==> config.mk <==
export PLATFORM = sky130hd
export DESIGN_NAME = alu_issue
export DESIGN_NICKNAME = d
export VERILOG_FILES = /design/src/rtl/alu_issue.sv
export SDC_FILE = /design/constraint.sdc
export NUM_CORES = 1
export LEC_CHECK = 0
export BUFFER_PORTS_ARGS = -buffer_cell sky130_fd_sc_hd__clkbuf_2
export CAP_MARGIN = 40
export CORE_MARGIN = 4
export CORE_UTILIZATION = 43
export CTS_CLUSTER_SIZE = 40
export DETAILED_ROUTE_END_ITERATION = 8
export PLACE_DENSITY = 0.67
export SYNTH_ARGS = -nofsm -noshare
export SYNTH_HDL_FRONTEND = slang
export SYNTH_SLANG_ARGS = --single-unit
==> constraint.sdc <==
create_clock -name clk -period 4.7 [get_ports clk]
set_input_delay 0.235 -clock clk [delete_from_list [all_inputs] [get_ports clk]]
set_output_delay 0.235 -clock clk [all_outputs]
set_load 0.05 [all_outputs]
==> src/rtl/alu_issue.sv <==
// alu_issue: registered RV32I decode/issue stage feeding the ALU request.
// The instruction is decoded on the input side and stored already decoded in a
// two-entry skid buffer (main + skid). All outputs, including in_ready, come
// straight from flops.
//
// Handshake semantics (both ports): a beat transfers on a rising edge where
// valid && ready. A producer never drops valid and never changes its payload
// until the transfer happens. in_ready does not depend on out_ready within the
// same cycle; it is recomputed from the next buffer state and registered.

package Bundle;

   // ALU function codes; ALU_ADD is the all-zero code so cleared payload flops
   // present a harmless ADD of 0 + 0.
   typedef enum logic [3:0] {
      ALU_ADD  = 4'd0,
      ALU_SUB  = 4'd1,
      ALU_SLL  = 4'd2,
      ALU_SLT  = 4'd3,
      ALU_SLTU = 4'd4,
      ALU_XOR  = 4'd5,
      ALU_SRL  = 4'd6,
      ALU_SRA  = 4'd7,
      ALU_OR   = 4'd8,
      ALU_AND  = 4'd9
   } alu_fun_e;

   typedef struct packed {
      alu_fun_e    fun;
      logic [31:0] op1;
      logic [31:0] op2;
   } AluIn;

endpackage

module alu_issue #(
   parameter int XLEN = 32
) (
   input  logic            clk,
   input  logic            reset,
   input  logic            in_valid,
   output logic            in_ready,
   input  logic [31:0]     in_inst,
   input  logic [XLEN-1:0] in_pc,
   input  logic [XLEN-1:0] in_rs1_data,
   input  logic [XLEN-1:0] in_rs2_data,
   output logic            out_valid,
   input  logic            out_ready,
   output Bundle::AluIn    out_alu,
   output logic [4:0]      out_rd,
   output logic            out_wb_en,
   output logic            out_illegal,
   output logic [1:0]      dbg_state
);

   import Bundle::*;

   localparam logic [6:0] OPC_OP     = 7'b0110011;
   localparam logic [6:0] OPC_OP_IMM = 7'b0010011;
   localparam logic [6:0] OPC_LUI    = 7'b0110111;
   localparam logic [6:0] OPC_AUIPC  = 7'b0010111;
   localparam logic [6:0] OPC_JAL    = 7'b1101111;
   localparam logic [6:0] OPC_JALR   = 7'b1100111;
   localparam logic [6:0] OPC_LOAD   = 7'b0000011;
   localparam logic [6:0] OPC_STORE  = 7'b0100011;
   localparam logic [6:0] OPC_BRANCH = 7'b1100011;

   // One decoded beat as held in the buffer.
   typedef struct packed {
      AluIn       alu;
      logic [4:0] rd;
      logic       wb_en;
      logic       illegal;
   } issue_t;

   typedef enum logic [1:0] {
      ST_EMPTY = 2'd0,
      ST_ONE   = 2'd1,
      ST_TWO   = 2'd2
   } state_e;

   // f3 -> ALU function for OP / OP-IMM; alt picks SUB (000) or SRA (101).
   function automatic alu_fun_e f3_fun(input logic [2:0] f3, input logic alt);
      alu_fun_e fun;
      case (f3)
         3'b000:  fun = alt ? ALU_SUB : ALU_ADD;
         3'b001:  fun = ALU_SLL;
         3'b010:  fun = ALU_SLT;
         3'b011:  fun = ALU_SLTU;
         3'b100:  fun = ALU_XOR;
         3'b101:  fun = alt ? ALU_SRA : ALU_SRL;
         3'b110:  fun = ALU_OR;
         default: fun = ALU_AND;
      endcase
      return fun;
   endfunction

   // Instruction fields and immediates
   logic [6:0]  opcode;
   logic [2:0]  f3;
   logic [6:0]  f7;
   logic        f7b5;
   logic        f7_zero;
   logic        f7_alt;
   logic [31:0] imm_i;
   logic [31:0] imm_s;
   logic [31:0] imm_u;
   logic [31:0] shamt;

   assign opcode  = in_inst[6:0];
   assign f3      = in_inst[14:12];
   assign f7      = in_inst[31:25];
   assign f7b5    = in_inst[30];
   assign f7_zero = (f7 == 7'b0000000);
   assign f7_alt  = (f7 == 7'b0100000);
   assign imm_i   = {{20{in_inst[31]}}, in_inst[31:20]};
   assign imm_s   = {{20{in_inst[31]}}, in_inst[31:25], in_inst[11:7]};
   assign imm_u   = {in_inst[31:12], 12'b0};
   assign shamt   = {27'b0, in_inst[24:20]};

   issue_t dec;
   logic   op_legal;
   logic   imm_legal;

   // Combinational decode of the incoming beat; illegal beats carry ADD 0,0.
   always_comb begin
      dec         = '0;
      dec.alu.fun = ALU_ADD;
      dec.rd      = in_inst[11:7];
      op_legal    = f7_zero || (f7_alt && ((f3 == 3'b000) || (f3 == 3'b101)));
      imm_legal   = 1'b1;
      if (f3 == 3'b001) begin
         imm_legal = f7_zero;
      end else if (f3 == 3'b101) begin
         imm_legal = f7_zero || f7_alt;
      end

      case (opcode)
         OPC_OP: begin
            if (op_legal) begin
               dec.alu.fun = f3_fun(f3, f7b5);
               dec.alu.op1 = in_rs1_data;
               dec.alu.op2 = in_rs2_data;
               dec.wb_en   = 1'b1;
            end else begin
               dec.illegal = 1'b1;
            end
         end
         OPC_OP_IMM: begin
            if (imm_legal) begin
               // Only SRAI uses the alternate bit; ADDI has no SUB form.
               dec.alu.fun = f3_fun(f3, f7b5 && (f3 == 3'b101));
               dec.alu.op1 = in_rs1_data;
               dec.alu.op2 = ((f3 == 3'b001) || (f3 == 3'b101)) ? shamt : imm_i;
               dec.wb_en   = 1'b1;
            end else begin
               dec.illegal = 1'b1;
            end
         end
         OPC_LUI: begin
            dec.alu.op2 = imm_u;
            dec.wb_en   = 1'b1;
         end
         OPC_AUIPC: begin
            dec.alu.op1 = in_pc;
            dec.alu.op2 = imm_u;
            dec.wb_en   = 1'b1;
         end
         OPC_JAL, OPC_JALR: begin
            // ALU produces the link value pc + 4.
            dec.alu.op1 = in_pc;
            dec.alu.op2 = 32'd4;
            dec.wb_en   = 1'b1;
         end
         OPC_LOAD: begin
            dec.alu.op1 = in_rs1_data;
            dec.alu.op2 = imm_i;
            dec.wb_en   = 1'b1;
         end
         OPC_STORE: begin
            dec.alu.op1 = in_rs1_data;
            dec.alu.op2 = imm_s;
         end
         OPC_BRANCH: begin
            dec.alu.fun = ALU_SUB;
            dec.alu.op1 = in_rs1_data;
            dec.alu.op2 = in_rs2_data;
         end
         default: begin
            dec.illegal = 1'b1;
         end
      endcase

      // x0 is never written.
      if (dec.rd == 5'd0) begin
         dec.wb_en = 1'b0;
      end
   end

   // Skid buffer state
   state_e state_q, state_d;
   issue_t main_q, main_d;
   issue_t skid_q, skid_d;
   logic   in_ready_q, in_ready_d;
   logic   out_valid_q, out_valid_d;
   logic   in_fire;
   logic   out_fire;

   assign in_fire  = in_valid && in_ready_q;
   assign out_fire = out_valid_q && out_ready;

   // Next-state and buffer loads; main always holds the oldest beat.
   always_comb begin
      state_d = state_q;
      main_d  = main_q;
      skid_d  = skid_q;
      case (state_q)
         ST_EMPTY: begin
            if (in_fire) begin
               state_d = ST_ONE;
               main_d  = dec;
            end
         end
         ST_ONE: begin
            if (in_fire && !out_fire) begin
               state_d = ST_TWO;
               skid_d  = dec;
            end else if (out_fire && !in_fire) begin
               state_d = ST_EMPTY;
            end else if (in_fire && out_fire) begin
               main_d  = dec;
            end
         end
         ST_TWO: begin
            // in_ready is low here, so only the drain side can move.
            if (out_fire) begin
               state_d = ST_ONE;
               main_d  = skid_q;
            end
         end
         default: begin
            state_d = ST_EMPTY;
         end
      endcase
      out_valid_d = (state_d != ST_EMPTY);
      in_ready_d  = (state_d != ST_TWO);
   end

   // State, handshake and payload registers; reset clears everything.
   always_ff @(posedge clk or posedge reset) begin
      if (reset) begin
         state_q     <= ST_EMPTY;
         in_ready_q  <= 1'b1;
         out_valid_q <= 1'b0;
         main_q      <= '0;
         skid_q      <= '0;
      end else begin
         state_q     <= state_d;
         in_ready_q  <= in_ready_d;
         out_valid_q <= out_valid_d;
         main_q      <= main_d;
         skid_q      <= skid_d;
      end
   end

   assign in_ready    = in_ready_q;
   assign out_valid   = out_valid_q;
   assign out_alu     = main_q.alu;
   assign out_rd      = main_q.rd;
   assign out_wb_en   = main_q.wb_en;
   assign out_illegal = main_q.illegal;
   assign dbg_state   = state_q;

endmodule

==> flow_summary.yaml, run 1 <==
timing:
  fin_crit_ps: 2997
  fmax_ghz: 0.3337
  drv_slew: 0
  worst_pin_slew_ps: 851.8
  finalClockSkew_ps: 7.858
  relSlewSlack: 0.4321
  hold_viol: 0
  finalCritPeriodShare: 0.6376
  rsz0062_at_grt: "no"
  fin_tns_setup_ps: 0
  setup_violations: 0
global_routing:
  antenna_found_initial: 0
  grt.total_usage: 0.2357
  grt_pass1_wl_um: 37710
  overflow: 0
  first_global_vias: 7005
  grt_max_degree: 65
die:
  coreArea_sq_um: 17420
  die_h_um: 141.9
  pin_count: 211
  rows: 48
  dieArea_sq_um: 20140
  start_util: 0.4428
  dieWidth_um: 141.9
cells_and_area:
  final_common_cell: "clkbuf_2"
  fin_cells: 1243
  utilization: 0.5503
  nets: 1137
  diodes: 0
  fill_cells: 1627
  multiInputGateArea_sq_um: 3458
  mostFrequentLayoutCells: "clkbuf_2 (210), dfrtp_1 (153), nand2_1 (94)"
  area_growth_pct: 24.27
  area.sequential_sq_um: 3855
  drive_above_1_share: 0.3055
worst_setup_path:
  crit_path_end_kind: "flop"
  required_ps: 5010
  r2r_slack_ps: 1700
  crit_type: "flop to flop"
  reg2reg_from: "dbg_state[1]"
  r2r_end: "out_alu[59]"
  worstPathArrival_ps: 3310
  cp_max_fo: 53
  worstSetupStartpointType: "flop"
  r2r_cells: 8
synth:
  ys_ff_latch: 154
  ys.flop_type: "dfrtp_1"
  synth_area_sq_um: 7712
  ys_types: 58
  ys_warn_count: 0
  synth_edf_count: 0
  syn-num-nets: 960
  avgSynthCellArea_sq_um: 9.314
  netlist_instances: 828
  yosysSeqAreaShare: 0.4998
  async_reset_ff_frac: 1.000
detailed_routing:
  dr.pass1.iters: 5
  drtIter0Drc: 534
  vias: 7137
  vias_per_cell: 5.742
  routedWlPerCell_um: 19.03
  antenna_left: 0
  drt-total-wl_um: 23660
  drc: 0
power:
  p_leak_uw: 0.004282
  clkPwrFrac: 0.215
  intPower_uw: 3431
  combPwrFrac: 0.446
  p_sw_frac: 0.4631
  power.switching_uw: 2959
  p_per_area_nw_per_um2: 666.7
  vdd_drop_max_mv: 0.4290
  sequentialPowerShare: 0.339
  fin_total_pwr_uw: 6389
clock_network:
  post-cts-setup-buffers: 0
  post_cts_resized: 0
  cts_root_buf: "clkbuf_16"
  postCtsHoldBufs: 1
  clk_latency_ps: 430
  clkTransAtPathRegs_ps: 60
  cts_tree: "built"
  clkSinkCount: 154
  htreeDepth: 4
  clockBufferDepth: 2
  cts_made_buffers: 17
placement:
  place_congestion: 0.8607
  dp_hpwl_um: 16150
  io_buffers: 210
  dp.cells: 1210
hold_path:
  hold-path-endpoint: "skid_q[62]"
  min_path_cells: 2
  hold_class: "primary input to flop"
  hp-start: "in_rs1_data[23]"
run_status:
  status: "complete, no violations"
flow_run:
  maxCapViolations: 0
## power by group through the flow
stage / registers (uW) / logic, uW / clock network [uW]
after floorplan: 3170 / 1050 / 0
after global placement: 2200 / 2760 / 0
after detailed placement: 2190 / 2860 / 0
after CTS: 2170 / 2870 / 1400
after global routing: 2230 / 3060 / 1450
final: 2170 / 2850 / 1370
## metal layers
metal  vias up  routed length [um]  global-route usage
met5         -                   0                   0
met4         0                 476             0.07778
met3        33                1638             0.04820
met2       270               10950              0.3585
met1      3456               10590              0.3387
li1       3378                   -                   -
## sequential cells by signal, summed over array words and instances (netlist names)
name         count
out_rd           5
dbg_state        2
out_valid        1
out_alu         68
in_ready         1
skid_q          75
out_wb_en        1
out_illegal      1
## Yosys cell counts, types with 3 or more instances
cell       instances  area [sq um]
nor2b_1            4         25.02
or3_1              3         18.77
nand4_1            3         18.77
dfrtp_1          153          3829
or4b_2            25         250.2
clkbuf_1          47         176.4
o21ai_0           60         300.3
nand2b_1           4         25.02
a31oi_1           31         193.9
buf_2             17         85.08
a221o_1           21         210.2
nand2_1           95         356.6
buf_1              5         18.77
a22oi_1           25         187.7
a21oi_2            3         26.28
or2_2              3         18.77
a21oi_1           44         220.2
and3_1            10         62.56
nand3_1            6         30.03
nor3_1            33         165.2
mux2i_1           18         180.2
o21ai_1            3         15.01
o2bb2ai_1          5         43.79
and2_1             3         18.77
nor2_1            80         300.3
inv_1             36         135.1
a221oi_1           5         43.79
a211oi_1          29         217.7
o221ai_1          20         175.2
## final cells by class
class / count / share of cell area
inverter: 36 / 0.01462
tap: 225 / 0.02937
sequential: 154 / 0.4022
multi-input combinational: 566 / 0.3608
timing repair buffer: 230 / 0.1313
clock buffer: 21 / 0.04909
clock inverter: 11 / 0.01253
## worst max-delay path, stage by stage (launching register included)
cell and delay, ps:
dfrtp_1 860, nor2b_2 260, buf_4 310, o211ai_2 120
buf_4 230, o21ai_4 310, buf_12 350, mux2i_1 130
a221o_1 270
## worst max-delay path by stage
stage,from,end,slack (ps),cells past startpoint
finish,dbg_state[1],out_alu[59],1700,8
global route,dbg_state[1],out_alu[55],1380,8
CTS,dbg_state[1],out_alu[59],1660,8
detailed placement,dbg_state[1],out_alu[59],1670,8
global placement,dbg_state[0],skid_q[37],1420,4
floorplan,reset,dbg_state[0],320,1
## through the flow
stage                     instance area [sq um]  hold slack [ps]  worst slack, ps
after global routing                       9584            42.14             1385
final                                      9584            52.24             1703
after floorplan                            7712            340.4            316.9
after global placement                     8904            286.7             1417
after CTS                                  9584            30.87             1656
after detailed placement                   8984            291.3             1666
## cells by family after synthesis
family,share of synthesized area
AO/OA/AOI/OAI,0.2352
XOR/XNOR,0.001136
buffers and inverters,0.05776
flip-flops,0.4998
multiplexers,0.02336
AND/OR/NAND/NOR,0.1827
No activity file was read; power rests on OpenSTA's default activity.
==> inputs of run 2 (changes only) <==
- PLACE_DENSITY: 0.67 -> 0.65
- clock period: 4.7 -> 2.8 ns (I/O delays scaled with it)
==> flow_summary.yaml, run 2 (synthesis gave the netlist of run 1 again) <==
worst_setup_path:
  crit_path_end_kind: "flop"
  worstPathCellList: "and3b_1 > o211ai_2 > o21ai_4 > buf_12 > mux2i_1 > a221o_1"
  required_ps: 3100
  r2r_slack_ps: 500
  crit_type: "flop to flop"
  cp_slowest_cell: "dfrtp_1"
  worstSetupStartpointType: "flop"
  crit_start: "dbg_state[1]"
  critical-path-max-stage-delay_ps: 510
  reg2reg_from: "dbg_state[1]"
  worstPathArrival_ps: 2600
  cp_max_fo: 22
cells_and_area:
  diodes: 0
  utilization: 0.6009
  drive_above_1_share: 0.2928
  largest_register_ffs: 75
  mostFrequentLayoutCells: "clkbuf_2 (210), dfrtp_1 (153), nand2_1 (94)"
  nets: 1222
  regMostFlops: "skid_q"
  fin_cells: 1328
  fill_cells: 1498
  area.sequential_sq_um: 3855
  area_growth_pct: 35.69
  multiInputGateArea_sq_um: 3453
  final_common_cell: "clkbuf_2"
clock_network:
  cts_tree: "built"
  htreeDepth: 4
  post-cts-setup-buffers: 0
  cts_made_buffers: 17
  cts_root_buf: "clkbuf_16"
  clkSinkCount: 154
  clk_latency_ps: 430
  clkTransAtPathRegs_ps: 60
  clockBufferDepth: 2
detailed_routing:
  routedWlPerCell_um: 18.98
  vias_per_cell: 5.735
  dr.pass1.iters: 5
  drc: 0
  drtIter0Drc: 574
  drt-total-wl_um: 25210
  antenna_left: 0
  vias: 7616
timing:
  finalClockSkew_ps: 11.62
  timing.hold.ws_ps: 15.63
  drv_slew: 0
  relSlewSlack: 0.4395
  worst_pin_slew_ps: 840.7
  fin_tns_setup_ps: 0
  rsz0062_at_grt: "no"
  fmax_ghz: 0.4352
  finalCritPeriodShare: 0.8206
  fin_crit_ps: 2298
  setup_violations: 0
  setup_slack_ps: 502.2
  hold_viol: 0
run_status:
  status: "complete, no violations"
global_routing:
  grt_pass1_wl_um: 40570
  grt_max_degree: 80
  grt.total_usage: 0.2521
  first_global_vias: 7499
  overflow: 0
  antenna_found_initial: 1
die:
  coreArea_sq_um: 17420
  dieWidth_um: 141.9
  start_util: 0.4428
  rows: 48
  die_h_um: 141.9
  dieArea_sq_um: 20140
  pin_count: 211
power:
  combPwrFrac: 0.447
  power.switching_uw: 5060
  p_sw_frac: 0.4543
  p_leak_uw: 0.004674
  vdd_drop_max_mv: 0.7034
  clkPwrFrac: 0.228
  intPower_uw: 6078
  p_per_area_nw_per_um2: 1064
  sequentialPowerShare: 0.325
placement:
  place_congestion: 0.8628
  dp_hpwl_um: 16570
  io_buffers: 210
  pre_cts_ws_ps: 512.7
  dp.cells: 1224
flow_run:
  maxCapViolations: 0
hold_path:
  hp-start: "in_pc[0]"
  hold_class: "primary input to flop"
[run 2: cell types whose count changed in the layout (fill, tap and decap cells not counted), moves of 3 or more]
cell | previous run | this run
dlygate4sd3_1 | 1 | 72
buf_4 | 13 | 27
buf_12 | 1 | 4
bufinv_16 | 2 | 5
[run 2: timing repair]
action                                 4_1_cts  5_1_grt
endpoints found under the hold margin       87        0
hold buffers                                72        0
setup endpoints to repair                    0        0
gates resized for setup                      0        0
[run 2: per-layer routing]
layer / global-route usage / routed length (um) / vias up
met1: 0.3515 / 11160 / 3721
met5: 0 / 13 / -
met4: 0.08687 / 542 / 2
met3: 0.04887 / 1656 / 43
li1: - / - / 3546
met2: 0.3967 / 11840 / 304
[run 2: final timing paths]
path                            cells past startpoint          end
max in group asynchronous                           5   skid_q[32]
min in group asynchronous                           3   out_alu[4]
worst max-delay path                                6  out_alu[56]
worst min register to register                      2    skid_q[1]
worst max register to register                      6  out_alu[56]
worst min-delay path                                3  out_alu[32]
[run 2: area by class of cell]
class	instances	share of cell area
sequential	154	0.3684
multi-input combinational	566	0.3300
timing repair buffer	315	0.2000
clock buffer	21	0.04304
tap	225	0.02690
clock inverter	11	0.01841
inverter	36	0.01327
[run 2: power by group through the flow]
| stage | registers (uW) | clock network [uW] | logic, uW |
|---|---|---|---|
| floorplan | 5320 | 0 | 1770 |
| global placement | 3640 | 0 | 4840 |
| detailed placement | 3630 | 0 | 4920 |
| CTS | 3610 | 2570 | 5000 |
| global route | 3720 | 2680 | 5340 |
| finish | 3620 | 2540 | 4980 |
[run 2: stage by stage]
step / instance area [sq um] / power (uW)
2_1_floorplan: 7716 / 7090
3_3_place_gp: 9062 / 8473
3_5_place_dp: 9101 / 8551
4_1_cts: 10470 / 11180
5_1_grt: 10470 / 11740
6_report: 10470 / 11140
[run 2: critical path: cells and delay by family (launching register included)]
| kind | cells | cell delay [ps] |
|---|---|---|
| mux | 1 | 130 |
| simple gates | 1 | 280 |
| compound gates | 3 | 990 |
| flops | 1 | 510 |
| buf+inv | 1 | 250 |
==> inputs of run 3 (changes only) <==
- clock period: 2.8 -> 2.4 ns (I/O delays scaled with it)
==> flow_summary.yaml, run 3 (synthesis gave the netlist of run 1 again) <==
run_status:
  status: "complete, no violations"
worst_setup_path:
  crit_type: "flop to flop"
  cp_max_fo: 25
  r2r_slack_ps: 230
  worst-path-stages: 7
  path_buf_inv: 2
  r2r_end: "out_alu[63]"
  r2r_cells: 7
  crit_path_end_kind: "flop"
  critical-path-max-stage-delay_ps: 550
  required_ps: 2700
  cp_slowest_cell: "dfstp_2"
  crit_family: "buffers and inverters"
  worstPathCellList: "and3b_1 > o211ai_2 > buf_12 > o21ai_4 > buf_4 > mux2i_1 > a221o_1"
  reg2reg_from: "in_ready"
  worstPathArrival_ps: 2470
  worstSetupStartpointType: "flop"
timing:
  hold_viol: 0
  fin_crit_ps: 2173
  setup_slack_ps: 226.6
  setup_violations: 0
  finalClockSkew_ps: 7.910
  worst_pin_slew_ps: 651.8
  finalCritPeriodShare: 0.9056
  fmax_ghz: 0.4601
  fin_tns_setup_ps: 0
  drv_slew: 0
  rsz0062_at_grt: "no"
  relSlewSlack: 0.5596
cells_and_area:
  regMostFlops: "skid_q"
  mostFrequentLayoutCells: "clkbuf_2 (210), dfrtp_1 (153), nand2_1 (94)"
  largest_register_ffs: 75
  diodes: 0
  utilization: 0.6012
  fill_cells: 1549
  area_growth_pct: 35.77
  nets: 1224
  drive_above_1_share: 0.2919
  final_common_cell: "clkbuf_2"
detailed_routing:
  vias: 7611
  drtIter0Drc: 581
  antenna_left: 0
  drc: 0
  drt-total-wl_um: 25670
  routedWlPerCell_um: 19.33
  dr.pass1.iters: 7
  vias_per_cell: 5.731
power:
  p_sw_frac: 0.4546
  sequentialPowerShare: 0.326
  vdd_drop_max_mv: 0.6789
  power.switching_uw: 5873
  p_per_area_nw_per_um2: 1234
  p_leak_uw: 0.004676
  clkPwrFrac: 0.221
  intPower_uw: 7046
  combPwrFrac: 0.452
placement:
  place_congestion: 0.8542
  pre_cts_ws_ps: 252.2
  io_buffers: 210
  dp_hpwl_um: 16360
die:
  die_h_um: 141.9
  dieArea_sq_um: 20140
  rows: 48
  pin_count: 211
  dieWidth_um: 141.9
  start_util: 0.4428
  coreArea_sq_um: 17420
global_routing:
  antenna_found_initial: 0
  grt_max_degree: 58
  overflow: 0
  grt_pass1_wl_um: 40610
  first_global_vias: 7565
  grt.total_usage: 0.2544
hold_path:
  hold_class: "primary input to flop"
  min_path_cells: 3
  hold-path-endpoint: "skid_q[22]"
  hp-start: "in_rs2_data[15]"
clock_network:
  cts_root_buf: "clkbuf_16"
  clkTransAtPathRegs_ps: 60
  cts_made_buffers: 17
  clkSinkCount: 154
  htreeDepth: 4
  cts_tree: "built"
  clk_latency_ps: 420
  clockBufferDepth: 2
flow_run:
  maxCapViolations: 0
[run 3: cell types whose count changed in the layout (fill, tap and decap cells not counted)]
cell           before  now
clkbuf_8            1    3
clkinv_2            2    1
buf_12              4    7
dlygate4sd3_1      72   73
bufinv_16           5    4
buf_6               1    0
clkinv_4            1    0
inv_6               1    0
buf_16              1    0
[run 3: worst max-delay path by stage]
stage,start,to
5_1_grt,in_ready,out_illegal
4_1_cts,in_ready,out_alu[63]
3_5_place_dp,in_ready,out_alu[55]
6_report,in_ready,out_alu[63]
2_1_floorplan,in_ready,out_alu[44]
3_3_place_gp,in_ready,out_alu[57]
[run 3: power groups by stage]
| stage | Clock, uW | Combinational [uW] | Sequential, uW |
|---|---|---|---|
| 6_report | 2860 | 5840 | 4220 |
| 5_1_grt | 3020 | 6270 | 4340 |
| 3_3_place_gp | 0 | 5660 | 4240 |
| 3_5_place_dp | 0 | 5750 | 4240 |
| 2_1_floorplan | 0 | 2060 | 6210 |
| 4_1_cts | 2900 | 5860 | 4210 |
[run 3: cell type report]
type                       instances  area [sq um]  area share
sequential                       154          3855      0.3681
inverter                          36         138.9     0.01326
multi-input combinational        566          3453      0.3298
tap                              225         281.5     0.02688
timing repair buffer             317          2125      0.2029
clock buffer                      23         478.0     0.04564
clock inverter                     7         140.1     0.01338
[run 3: layer usage]
metal  share of wire  up-vias  GRT usage  wire length [um]
li1                -     3563          -                 -
met1            0.44     3692     0.3493             11340
met2            0.47      316     0.4106             12130
met3           0.066       40    0.04786              1687
met4           0.020        0    0.08081               507
met5               0        -          0                 0
[run 3: stage by stage]
| step | total power (uW) | area [sq um] | cells | hold WS [ps] |
|---|---|---|---|---|
| 3_5_place_dp | 9989 | 9123 | 1225 | 215.0 |
| 2_1_floorplan | 8271 | 7716 | 828 | 225.4 |
| 5_1_grt | 13620 | 10470 | 1328 | 33.51 |
| 4_1_cts | 12970 | 10470 | 1328 | 9.578 |
| 6_report | 12920 | 10470 | 1328 | 28.00 |
| 3_3_place_gp | 9903 | 9123 | 1225 | 224.3 |
[run 3: worst reg2reg max path, cell delays in order, from the launching register on]
cell      delay [ps]
dfstp_2          550
and3b_1          260
o211ai_2         180
buf_12           210
o21ai_4           80
buf_4            360
mux2i_1          140
a221o_1          280
[run 3: repair_timing]
action / 4_1_cts / 5_1_grt
resized for setup: 0 / 0
hold endpoints to repair: 96 / 0
hold buffers: 73 / 0
setup buffers: 0 / 0
